<file path="config.mk">
export PLATFORM = sky130hd
export DESIGN_NAME = branch_predictor
export DESIGN_NICKNAME = d
export VERILOG_FILES = /design/src/rtl/branch_predictor.sv
export SDC_FILE = /design/constraint.sdc
export NUM_CORES = 1
export LEC_CHECK = 0
export ABC_AREA = 1
export CAP_MARGIN = 0
export CORE_AREA = 4 4 119 121
export DETAILED_ROUTE_END_ITERATION = 8
export DIE_AREA = 0 0 123 125
export MAX_ROUTING_LAYER = met4
export PLACE_DENSITY = 0.8
export SLEW_MARGIN = 20
export SYNTH_ARGS = -nofsm -noshare
export SYNTH_HDL_FRONTEND = slang
export SYNTH_SLANG_ARGS = --single-unit
</file>
<file path="constraint.sdc">
create_clock -name i_clk -period 3.6 [get_ports i_clk]
set_input_delay 0.72 -clock i_clk [delete_from_list [all_inputs] [get_ports i_clk]]
set_output_delay 0.72 -clock i_clk [all_outputs]
set_load 0.05 [all_outputs]
</file>
<file path="src/rtl/branch_predictor.sv">
// Bimodal branch direction predictor: a table of 2-bit saturating counters indexed by PC.
// The optional gshare indexing (global history XOR PC) is enabled by defining BRANCH_PRED_GSHARE_EN.
module branch_predictor #(
  parameter int WIDTH      = 32,
  parameter int INDEX_BITS = 6,
  parameter int PC_LSB     = 2,
  parameter int GHR_BITS   = 6
) (
  input  logic                i_clk,
  input  logic                i_rst_n,
  input  logic                i_lookup_valid,
  input  logic [WIDTH-1:0]    i_lookup_pc,
  output logic                o_pred_valid,
  output logic                o_pred,
  output logic [GHR_BITS-1:0] o_pred_ghr,
  input  logic                i_update_valid,
  input  logic [WIDTH-1:0]    i_update_pc,
  input  logic                i_update_taken,
  input  logic [GHR_BITS-1:0] i_update_ghr
);

  localparam int ENTRIES = 1 << INDEX_BITS;

  // Valid semantics: a lookup or update is accepted on every edge where its valid is high;
  // there is no ready/backpressure. o_pred_valid pulses one cycle after each accepted lookup,
  // and o_pred/o_pred_ghr hold their last value while it is low.

  logic [1:0]            ctr_q [ENTRIES];
  logic [1:0]            ctr_d;
  logic [INDEX_BITS-1:0] lk_idx;
  logic [INDEX_BITS-1:0] up_idx;
  logic                  lk_pred;
  logic                  pred_valid_q;
  logic                  pred_q;
  logic [GHR_BITS-1:0]   pred_ghr_q;
  logic                  unused_bits;

  assign unused_bits = ^{i_lookup_pc[WIDTH-1:PC_LSB+INDEX_BITS], i_lookup_pc[PC_LSB-1:0],
                         i_update_pc[WIDTH-1:PC_LSB+INDEX_BITS], i_update_pc[PC_LSB-1:0]};

`ifdef BRANCH_PRED_GSHARE_EN
  logic [GHR_BITS-1:0] ghr_q;

  assign lk_idx = i_lookup_pc[PC_LSB+INDEX_BITS-1:PC_LSB] ^ INDEX_BITS'(ghr_q);
  assign up_idx = i_update_pc[PC_LSB+INDEX_BITS-1:PC_LSB] ^ INDEX_BITS'(i_update_ghr);

  // Lookups in the same cycle as an update see the pre-shift history.
  always_ff @(posedge i_clk or negedge i_rst_n) begin
    if (!i_rst_n) begin
      ghr_q      <= '0;
      pred_ghr_q <= '0;
    end else begin
      if (i_update_valid) ghr_q <= {ghr_q[GHR_BITS-2:0], i_update_taken};
      if (i_lookup_valid) pred_ghr_q <= ghr_q;
    end
  end
`else
  logic unused_ghr;

  assign unused_ghr = ^i_update_ghr;
  assign lk_idx     = i_lookup_pc[PC_LSB+INDEX_BITS-1:PC_LSB];
  assign up_idx     = i_update_pc[PC_LSB+INDEX_BITS-1:PC_LSB];
  assign pred_ghr_q = '0;
`endif

  // Saturating increment/decrement of the counter being trained.
  always_comb begin
    ctr_d = ctr_q[up_idx];
    if (i_update_taken) begin
      if (ctr_q[up_idx] != 2'b11) ctr_d = ctr_q[up_idx] + 2'b01;
    end else begin
      if (ctr_q[up_idx] != 2'b00) ctr_d = ctr_q[up_idx] - 2'b01;
    end
  end

  // Write-first: a lookup hitting the entry being trained sees the trained value.
  always_comb begin
    lk_pred = ctr_q[lk_idx][1];
    if (i_update_valid && (up_idx == lk_idx)) lk_pred = ctr_d[1];
  end

  always_ff @(posedge i_clk or negedge i_rst_n) begin
    if (!i_rst_n) begin
      for (int i = 0; i < ENTRIES; i++) ctr_q[i] <= 2'b01;
    end else if (i_update_valid) begin
      ctr_q[up_idx] <= ctr_d;
    end
  end

  always_ff @(posedge i_clk or negedge i_rst_n) begin
    if (!i_rst_n) begin
      pred_valid_q <= 1'b0;
      pred_q       <= 1'b0;
    end else begin
      pred_valid_q <= i_lookup_valid;
      if (i_lookup_valid) pred_q <= lk_pred;
    end
  end

  assign o_pred_valid = pred_valid_q;
  assign o_pred       = pred_q;
  assign o_pred_ghr   = pred_ghr_q;

endmodule

</file>
==> results.txt <==
DP Wirelength - 13.98 mm
CTS sink count - 130
Hold Vio Cnt, Final - 0
Pleak - 3.943 nW
syn avg cell area - 6.889 µm²
min cycle time layout - 2.998 ns
H-tree Lvls - 4
period utilization - 83.26%
Place WS - 0.2627 ns
final core occ - 64.02%
CP required - 3.96 ns
RR Endpoint - ctr_q[102]
grt met3 use - 5.510%
worst slew pin tran - 0.7856 ns
FF-to-FF path depth - 12
port buffer count - 18
CP Capture Type - flip-flop
Initial Util - 56.54%
setup_tns - 0 ns
CTS tree - built
initial DRC count - 759
crit-path max cell delay - 0.78 ns
first-pass GRT wire length - 35.55 mm
initial antenna violation count - 0
largest net degree at the start of global routing - 71
Finish-stage setup viols - 0
RD Place Congestion - 0.9742
RSZ-0062 raised after global routing - false
Global Route Usage Sum - 30.76%
nets - 1160
status - completed
Synth cell types - 28
Slew headroom - 47.63%
# fillers - 1201
Final ANT Viol Nets - 0
DR pass1 iterations - 6
Die Wd - 123 µm
synthesized area - 7398 µm²
reg2reg setup slack - 1.38 ns
TritonCTS buffer count - 17
met2 Usage GRT - 46.90%
crit path DAT - 3.35 ns
top cell family by delay on the critical path - buffers and inverters
Area Growth Syn to Fin - 13.23%
count of warnings emitted by yosys - 0
# Max-Cap Violations - 0
grt total ovfl - 0
clock-pin transition on the worst setup and hold timing paths - 0.06 ns
later-pin clock latency in the skew report - 0.44 ns
Post-CTS Resized - 0
Power Dens Cells - 589.6 nW/µm²
post-CTS setup buffers - 0
share of layout cells above drive strength 1 - 12.02%
CP Launch Type - input port
vias per cell - 5.632
routed len/inst - 17.15 µm
Post-Syn Instances - 1074
post-route insts no fill - 1274
register area share after synthesis - 45.05%
CP bufs+invs - 5
CORE AREA - 13090 µm²
critical path type - in -> reg
Worst Path Max Fanout - 11
slowest CP cell - clkdlybuf4s50_1
Most common cell on crit path - nor2_1
diode count - 0
CP Launch Point - i_update_pc[4]
CTS root buffer - clkbuf_16
vias - 7175
Worst IR Drop VDD - 0.0006452 V
met1 Usage GRT - 39.79%
fin worst setup slack - 0.6025 ns
Routed Wire Length - 21.85 mm
Most Crowded Layer GR - met2
row cnt - 42
Synth Register Bits - 130
HP Class - in -> async
vias in the first global route - 6796
Placed Cells - 1242
IO Pins - 83
clock tree buffer depth - 2
Die H - 125 µm
worst r2r src - ctr_q[47]
worst path cell trace - clkdlybuf4s50_1 -> inv_1 -> nor2_1 -> inv_1 -> nor2_1 -> inv_1 -> nor2_1 -> inv_1 -> nor2_1 -> nor2_1 -> a21oi_1
fmax - 333.6 MHz
Die Area - 15380 µm²
Final Skew - 0.01193 ns
Pins Over Slew Limit - 0
hold_buf cts - 0
Residual DRC - 0
## routing by layer
layer	vias to the layer above	share of wire (%)	wire (µm)
met5	-	0	0
met4	0	4.0	868
met3	78	7.3	1592
met2	286	46	10110
met1	3348	42	9276
li1	3463	-	-
## cell families (layout without fill, tap and decap cells)
| logic type | after synthesis | after routing | share of synthesized area, % |
|---|---|---|---|
| AND/OR/NAND/NOR | 672 | 672 | 35.72 |
| buffers and inverters | 118 | 137 | 7.357 |
| AO/OA/AOI/OAI | 151 | 151 | 11.55 |
| multiplexers | 2 | 2 | 0.2706 |
| flip-flops | 130 | 130 | 45.05 |
| other | 1 | 6 | 0.05069 |
## through the flow
| stage | area [µm²] | total power, mW | hold slack (ns) |
|---|---|---|---|
| 5_1_grt | 8377 | 5.201 | 0.4255 |
| 4_1_cts | 8377 | 4.944 | 0.3910 |
| 3_3_place_gp | 7749 | 3.045 | 0.4579 |
| 2_1_floorplan | 7417 | 2.784 | 0.4244 |
| 3_5_place_dp | 7749 | 3.092 | 0.4693 |
| 6_report | 8377 | 4.939 | 0.3648 |
## synth_stat cells (all sizes together)
| master | number | area share, % |
|---|---|---|
| nand2 | 382 | 19 |
| nor2 | 206 | 10 |
| a21oi | 67 | 4.5 |
| dfrtp | 66 | 22 |
| dfstp | 64 | 23 |
| nand3 | 63 | 4.3 |
| a31oi | 60 | 5.1 |
| inv | 58 | 2.9 |
| buf | 40 | 3.4 |
| clkbuf | 18 | 0.91 |
| o21ai | 15 | 1.0 |
| nor3 | 12 | 0.81 |
| or2 | 6 | 0.51 |
| o211ai | 4 | 0.41 |
| a221oi | 3 | 0.36 |
| clkinv | 2 | 0.10 |
| mux2i | 2 | 0.27 |
| nand4 | 2 | 0.17 |
| o22ai | 2 | 0.17 |
| conb | 1 | 0.051 |
| nand3b | 1 | 0.10 |
## placed cells by master, fill, tap and decap left out, types with 3 or more instances in the layout
master / n
bufinv_16: 4
a21oi_1: 67
clkbuf_16: 17
inv_2: 3
buf_12: 4
nor3_1: 12
nand3_1: 63
dfrtp_1: 66
a221oi_1: 3
nand2_2: 3
a31oi_1: 60
or2_0: 4
dfstp_2: 64
conb_1: 6
buf_4: 24
nor2_1: 206
clkinv_2: 3
clkinv_4: 3
o21ai_0: 11
o211ai_1: 4
o21ai_1: 4
nand2_1: 379
inv_1: 55
clkdlybuf4s50_1: 16
## where the power goes
part           switching, mW  internal, mW  leakage, nW
Combinational          0.649         0.381         2.13
Clock                  0.673          1.18        0.303
Sequential             0.197          1.86         1.51
Total                   1.52          3.42         3.94
## flip-flops by register name, summed over array words and instances (netlist names)
signal        flops
o_pred_valid      1
o_pred            1
ctr_q           128
## how the worst max path moves through the flow
stage / to / slack, ns / cells past startpoint
global route: ctr_q[71] / 0.41 / 11
global placement: ctr_q[102] / 0.25 / 13
finish: ctr_q[71] / 0.60 / 11
floorplan: ctr_q[113] / 1.23 / 15
detailed placement: ctr_q[102] / 0.26 / 14
CTS: ctr_q[71] / 0.69 / 11
## area by class of cell
cell class                      count  area [µm²]  area share, %
Timing Repair Buffer               45       425.4          5.078
Clock buffer                       19       442.9          5.288
Inverter                           60       225.2          2.689
Clock inverter                     13       185.2          2.211
Multi-Input combinational cell    831        3545          42.32
Sequential cell                   130        3333          39.79
Tap cell                          176       220.2          2.629
No activity file was read; power rests on OpenSTA's default activity.
